`src/rtl/adder_seq.sv`:
```
// adder_seq: multi-precision add/subtract sequencer.
// One SLICE_W-bit add slice (A + B + CI, B optionally inverted) is reused
// NSLICES times per operation, LSB chunk first, with the carry chained
// through a register. Optional status flags (out_zero, out_ovf) are
// compiled in when the macro ADDER_SEQ_FLAGS_EN is defined.
module adder_seq #(
    parameter int SLICE_W = 8,
    parameter int NSLICES = 4
) (
    input  logic                        clk,
    input  logic                        rst,
    input  logic                        in_valid,
    output logic                        in_ready,
    input  logic [SLICE_W*NSLICES-1:0]  in_a,
    input  logic [SLICE_W*NSLICES-1:0]  in_b,
    input  logic                        in_sub,
    output logic                        out_valid,
    input  logic                        out_ready,
    output logic [SLICE_W*NSLICES-1:0]  out_sum,
    output logic                        out_co,
`ifdef ADDER_SEQ_FLAGS_EN
    output logic                        out_zero,
    output logic                        out_ovf,
`endif
    output logic                        busy
);

    localparam int W     = SLICE_W * NSLICES;
    localparam int IDX_W = (NSLICES > 1) ? $clog2(NSLICES) : 1;
    localparam logic [IDX_W-1:0] IDX_LAST = IDX_W'(NSLICES - 1);

    typedef enum logic [1:0] {
        IDLE = 2'd0,
        RUN  = 2'd1,
        DONE = 2'd2
    } state_t;

    state_t             state_q, state_d;
    logic [IDX_W-1:0]   idx_q,   idx_d;
    logic               carry_q, carry_d;
    logic [W-1:0]       a_q,     a_d;
    logic [W-1:0]       b_q,     b_d;
    logic               sub_q,   sub_d;
    logic [W-1:0]       sum_q,   sum_d;
    logic               co_q,    co_d;
`ifdef ADDER_SEQ_FLAGS_EN
    logic               zero_q,  zero_d;
    logic               ovf_q,   ovf_d;
`endif

    logic [SLICE_W-1:0] a_chunk;
    logic [SLICE_W-1:0] b_chunk;
    logic [SLICE_W:0]   slice_res;
    logic               slice_co;
    logic               slice_cin_msb;

    // Shared add slice: selected chunk of A plus (optionally inverted) B plus carry.
    always_comb begin
        a_chunk       = a_q[idx_q*SLICE_W +: SLICE_W];
        b_chunk       = sub_q ? ~b_q[idx_q*SLICE_W +: SLICE_W]
                              :  b_q[idx_q*SLICE_W +: SLICE_W];
        slice_res     = {1'b0, a_chunk} + {1'b0, b_chunk} + {{SLICE_W{1'b0}}, carry_q};
        slice_co      = slice_res[SLICE_W];
        // Carry into the slice MSB, recovered from the MSB sum bit.
        slice_cin_msb = a_chunk[SLICE_W-1] ^ b_chunk[SLICE_W-1] ^ slice_res[SLICE_W-1];
    end

    // Next-state and datapath update for the IDLE/RUN/DONE sequencer.
    always_comb begin
        state_d = state_q;
        idx_d   = idx_q;
        carry_d = carry_q;
        a_d     = a_q;
        b_d     = b_q;
        sub_d   = sub_q;
        sum_d   = sum_q;
        co_d    = co_q;
`ifdef ADDER_SEQ_FLAGS_EN
        zero_d  = zero_q;
        ovf_d   = ovf_q;
`endif
        unique case (state_q)
            IDLE: begin
                if (in_valid) begin
                    a_d     = in_a;
                    b_d     = in_b;
                    sub_d   = in_sub;
                    carry_d = in_sub;
                    idx_d   = '0;
                    state_d = RUN;
                end
            end
            RUN: begin
                sum_d[idx_q*SLICE_W +: SLICE_W] = slice_res[SLICE_W-1:0];
                carry_d = slice_co;
                if (idx_q == IDX_LAST) begin
                    co_d    = slice_co;
                    idx_d   = '0;
                    state_d = DONE;
`ifdef ADDER_SEQ_FLAGS_EN
                    zero_d  = (sum_d == '0);
                    ovf_d   = slice_cin_msb ^ slice_co;
`endif
                end else begin
                    idx_d = idx_q + 1'b1;
                end
            end
            DONE: begin
                if (out_ready) begin
                    state_d = IDLE;
                end
            end
            default: begin
                state_d = IDLE;
            end
        endcase
    end

    // State and datapath registers; reset discards any partial operation.
    always_ff @(posedge clk or posedge rst) begin
        if (rst) begin
            state_q <= IDLE;
            idx_q   <= '0;
            carry_q <= 1'b0;
            a_q     <= '0;
            b_q     <= '0;
            sub_q   <= 1'b0;
            sum_q   <= '0;
            co_q    <= 1'b0;
`ifdef ADDER_SEQ_FLAGS_EN
            zero_q  <= 1'b0;
            ovf_q   <= 1'b0;
`endif
        end else begin
            state_q <= state_d;
            idx_q   <= idx_d;
            carry_q <= carry_d;
            a_q     <= a_d;
            b_q     <= b_d;
            sub_q   <= sub_d;
            sum_q   <= sum_d;
            co_q    <= co_d;
`ifdef ADDER_SEQ_FLAGS_EN
            zero_q  <= zero_d;
            ovf_q   <= ovf_d;
`endif
        end
    end

    assign in_ready  = (state_q == IDLE);
    assign out_valid = (state_q == DONE);
    assign busy      = (state_q == RUN);
    assign out_sum   = sum_q;
    assign out_co    = co_q;
`ifdef ADDER_SEQ_FLAGS_EN
    assign out_zero  = zero_q;
    assign out_ovf   = ovf_q;
`endif

endmodule

```
`config.mk`:
```
export PLATFORM = sky130hd
export DESIGN_NAME = adder_seq
export DESIGN_NICKNAME = d
export VERILOG_FILES = /design/src/rtl/adder_seq.sv
export SDC_FILE = /design/constraint.sdc
export NUM_CORES = 1
export LEC_CHECK = 0
export CAP_MARGIN = 40
export CORE_MARGIN = 5
export CORE_UTILIZATION = 25
export CTS_CLUSTER_DIAMETER = 50
export CTS_CLUSTER_SIZE = 8
export DETAILED_ROUTE_END_ITERATION = 8
export DONT_BUFFER_PORTS = 1
export GPL_TIMING_DRIVEN = 0
export PLACE_DENSITY = 0.38
export SKIP_LAST_GASP = 1
export SYNTH_ARGS = -nofsm -noshare
export SYNTH_HDL_FRONTEND = slang
export SYNTH_SLANG_ARGS = --single-unit
```
`constraint.sdc`:
```
create_clock -name clk -period 4.3 [get_ports clk]
set_clock_uncertainty 0.2 [all_clocks]
set_input_delay 0.43 -clock clk [delete_from_list [all_inputs] [get_ports clk]]
set_output_delay 0.43 -clock clk [all_outputs]
set_load 0.05 [all_outputs]
```
* Yosys cells after proc, flatten, opt, wreduce, memory -nomap -nowiden
Cells that the tools add are included.
** Storage, ports and cells
- Output and inout port bits :: 36
- Word-level logic and storage cells :: 40
- Input bits :: 69
- Flip-flop bits (word level) :: 103
** Cells by class
- Reduce and logical (&&, ||, !) cells :: 6
- Shift operators :: 4
- Bitwise gates (word level) :: 1
- Equality and inequality tests :: 6
- Add/sub/neg operators :: 4
- Muxes and demuxes :: 11
** Operator list (number)
- $shiftx 32x6->8 :: 2
- $neg 5->34 :: 1
- $shift 8x34->32 const A :: 1
- $shiftx 8x34->32 :: 1
- $bwmux 32 :: 1
- $mux 2 :: 5
- $add 8x8->9 :: 1
- $add 9x1->9 :: 1
- $mux 8 :: 1
- $not 8->8 :: 1
- $pmux 2 s3 :: 1
- $reduce_and 2->1 :: 3
- $eq 2x2->1 const B :: 2
- $ne 2x1->1 const B :: 2
- $pmux 2 s2 :: 1
- $reduce_and 3->1 :: 1
- $add 2x1->2 const B :: 1
- $eq 2x1->1 const B :: 1
- $logic_not 2->1 :: 1
- $ne 2x2->1 const B :: 1
- $pmux 1 s2 :: 1
- $reduce_bool 2->1 :: 1
- $mux 1 :: 1

* Longest topological paths before layout
- Depth after elaboration :: 7
- Gate-level depth with buffers :: 11
- Mapped depth without buffers :: 9

* Worst setup path before layout
OpenSTA, ideal clock, no wires.
- Path type :: reg2reg
- Start point :: register idx_q[0]
- End point :: register sum_q[14] (netlist: out_sum[14])
- Data required time :: 3.979 ns
- Buffers on the path :: 2
- Arrival time :: 3.004 ns
- Library setup time :: 0.121 ns
- Path slack :: 0.975 ns
- Stages on the path, launching flop included :: 12
- Clock period less this slack :: 3.325 ns
- Path through :: dfrtp_1 > clkbuf_2 > buf_4 > mux4_2 > xnor2_1 > fa_1 > fa_1 > nor2b_1 > o2111ai_1 > a31oi_1 > a31oi_1 > a22o_1
** On the way
- Longest elaborated chain between the ends :: 7
- Elaborated cells on any way between the ends :: 10
- Those cells by class :: add/sub (3); shift (4); mux (2); bitwise (1)
** RTL lines
- start: declaration :: line 39 : logic [IDX_W-1:0] idx_q, idx_d;
- start signal: assignment :: line 136 : idx_q <= idx_d;
- $shiftx 32x6->8 :: line 60, 61
- $not 8->8 :: line 60 : b_chunk = sub_q ? ~b_q[idx_q*SLICE_W +: SLICE_W]
- $mux 8 :: line 60
- $add 8x8->9 :: line 62 : slice_res = {1'b0, a_chunk} + {1'b0, b_chunk} + {{SLICE_W{1'b0}}, carry_q};
- $add 9x1->9 :: line 62
- $shiftx 8x34->32 :: line 94 : sum_d[idx_q*SLICE_W +: SLICE_W] = slice_res[SLICE_W-1:0];
- $bwmux 32 (*) :: line 94
- end signal: assignment :: line 141 : sum_q <= sum_d;
- end: declaration :: line 44 : logic [W-1:0] sum_q, sum_d;
Mark *: on every way between the ends. The rest lies on a longest branch, timed or not.
A chain may end at the register's enable or synchronous reset.

* Worst setup path after layout
- Start point :: register idx_q[0]
- End point :: register sum_q[22] (netlist: out_sum[22])
The elaborated chain is that of the path after synthesis.

==> out/qor.txt <==
Clock Sinks = 103
top cells by count, synth = nand2_1 (210), dfrtp_1 (103), a22o_1 (20)
grt total ovfl = 0
cell taking the most area after synthesis = dfrtp_1
Die Y = 149 um
Main synth FF type = dfrtp_1
Starting Density = 0.256
most common cell in the netlist = nand2_1
first-pass GRT wire length = 22,400 um
worst r2r path cells = 11
clk slew on worst S/H paths = 0.07 ns
CTS tree = built
Post-Syn Instances = 476
final core occ = 0.326
fin crit period = 3.88 ns
Worst EP required = 4.34 ns
CTS buffer count = 9
post-CTS setup buffer count = 0
synthesized area = 4830 um2
max_cap viols = 0
share of the synthesized area in the top cell type = 0.534
clock network fraction of total power = 0.156
outcome = completed
Critical Path AT = 3.92 ns
core area = 18,800 um2
routed len/inst = 17.6 um
# IOs = 105
Row Count = 50
root buf cell = clkbuf_16
Final Cycle Share = 0.902
setup slack after layout = 0.421 ns
vias in the first global route = 3,771
worst skew pair latency = 0.36 ns
dpl ws = 0.385 ns
CTS Buffer Depth = 2
Final setup viols = 0
hold_ws = 0.0145 ns
Peak Freq = 0.258 GHz
Area growth, synth to finish = 27.3%
count of warnings emitted by yosys = 0
Hold Vio Cnt, Final = 0
Pint = 0.00299 W
routed via count = 3,582
Logic pwr share = 0.521
WL final = 14,300 um
leakage = 2.96 nW
Slew @ Worst Pin = 0.611 ns
switch share = 0.486
DR DRC count = 0
drt via density = 4.38
CP startpoint kind = register
worst vdd ir = 0.558 mV
Post-synth EDFFs = 0
share of layout cells above drive strength 1 = 0.111
worst hold path stage count = 2
Iter 0 DRT Violations = 183
die width = 149 um
Slew Viols, Final = 0
FF+latch count, synth = 103
Hold Path Class = input port to register
Crit Path Class = register to register
DIE AREA = 22,200 um2
unrepaired setup endpoints after global routing = false
crit-path max FO = 10
drt pass-1 iters = 4
Routability Congestion = 0.774
Psw = 0.00283 W
pwr/cell area = 947 nW/um2
Post-DP HPWL = 10,300 um
PortBufs = 0
Synth async-reset ratio = 1.00
syn_nets = 560
ranking of synthesized cells by area = dfrtp_1 (53%), nand2_1 (16%), mux4_2 (7.5%)
initial antenna violation count = 0
Nets = 636
Seq/Total Area, Yosys = 0.534
Cell variety after synth = 42
GRT Total Usage = 0.134
Slew HR = 0.590
antenna viol nets, final = 0
H-Tree Depth = 3
Diodes inserted = 0
crit path capture type = register
Seq pwr share = 0.324
largest net degree at the start of global routing = 62
Mean Syn Cell Area = 10.1 um2
## cell usage in the layout (no fill, tap or decap), types with 10 or more instances in the layout
cell | netlist | routed
inv_1 | 11 | 10
o21ai_0 | 13 | 13
mux4_2 | 16 | 16
buf_2 | 11 | 11
ha_1 | 13 | 13
a22o_1 | 20 | 20
dlygate4sd3_1 | 0 | 63
nand2_1 | 210 | 210
dfrtp_1 | 103 | 103
## state kept, by name (all words and copies together) (netlist names)
register and flops:
idx_q 2, b_q 32, sub_q 1, carry_q 1
state_q 2, out_sum 32, out_co 1, a_q 32
## power by group through the flow
stage | registers (W) | logic, W | clock network, W
2_1_floorplan | 0.00182 | 0.00215 | 0
3_3_place_gp | 0.00190 | 0.00299 | 0
3_5_place_dp | 0.00191 | 0.00304 | 0
4_1_cts | 0.00189 | 0.00311 | 0.000935
5_1_grt | 0.00194 | 0.00339 | 0.000974
6_report | 0.00188 | 0.00303 | 0.000906
## layer usage
metal,routed length [um],vias up,global-route usage
met2,6990,86,0.221
met4,180,0,0.0384
li1,-,1730,-
met1,6510,1755,0.176
met5,0,-,0
met3,671,11,0.0313
## critical path, stage by stage, from the launching register on
cell and delay [ns]:
dfrtp_1 0.41, clkbuf_2 0.25, buf_4 0.30, mux4_2 0.56
xnor2_1 0.18, fa_1 0.43, fa_1 0.42, nor2b_1 0.17
o2111ai_1 0.15, a31oi_1 0.25, a31oi_1 0.16, a22o_1 0.28
## stage by stage
stage                     setup TNS [ns]  instances  instance area, um2  power [W]
after floorplan                        0        476                4830    0.00397
after global placement            -36.72        736                5150    0.00489
after detailed placement               0        738                5190    0.00495
after CTS                              0        816                6130    0.00593
after global routing                   0        817                6140    0.00630
final                                  0        817                6140    0.00582
## kinds of logic (layout without fill, tap and decap cells)
group	after synthesis	after routing	synth area share
adder cells (fa/ha/maj)	15	15	0.0420
multiplexers	16	16	0.0747
AO/OA/AOI/OAI	55	55	0.0819
AND/OR/NAND/NOR	242	242	0.213
buffers and inverters	33	114	0.0327
flip-flops	103	103	0.534
XOR/XNOR	12	12	0.0218
## worst paths after layout
path | slack (ns) | start | endpoint
setup / recovery | 0.42 | idx_q[0] | out_sum[22]
hold / removal | 0.01 | in_a[25] | a_q[25]
setup reg to reg | 0.42 | idx_q[0] | out_sum[22]
hold reg to reg | 0.27 | a_q[27] | a_q[27]
max in group asynchronous | 2.78 | rst | b_q[25]
min in group asynchronous | 0.42 | rst | out_sum[18]
## what timing repair did
item                                   in CTS  in global routing
resized for setup                           0                  0
hold buffers                               62                  1
endpoints found under the hold margin     103                  1
## layout make-up
| type | count | area (um2) |
|---|---|---|
| Buffer | 21 | 105 |
| Clock buffer | 11 | 243 |
| Clock inverter | 5 | 81.3 |
| Fill cell | 1950 | 12700 |
| Inverter | 12 | 55.1 |
| Multi-Input combinational cell | 340 | 2090 |
| Sequential cell | 103 | 2580 |
| Tap cell | 260 | 325 |
| Timing Repair Buffer | 65 | 666 |
(Power assumes the default switching activity.)
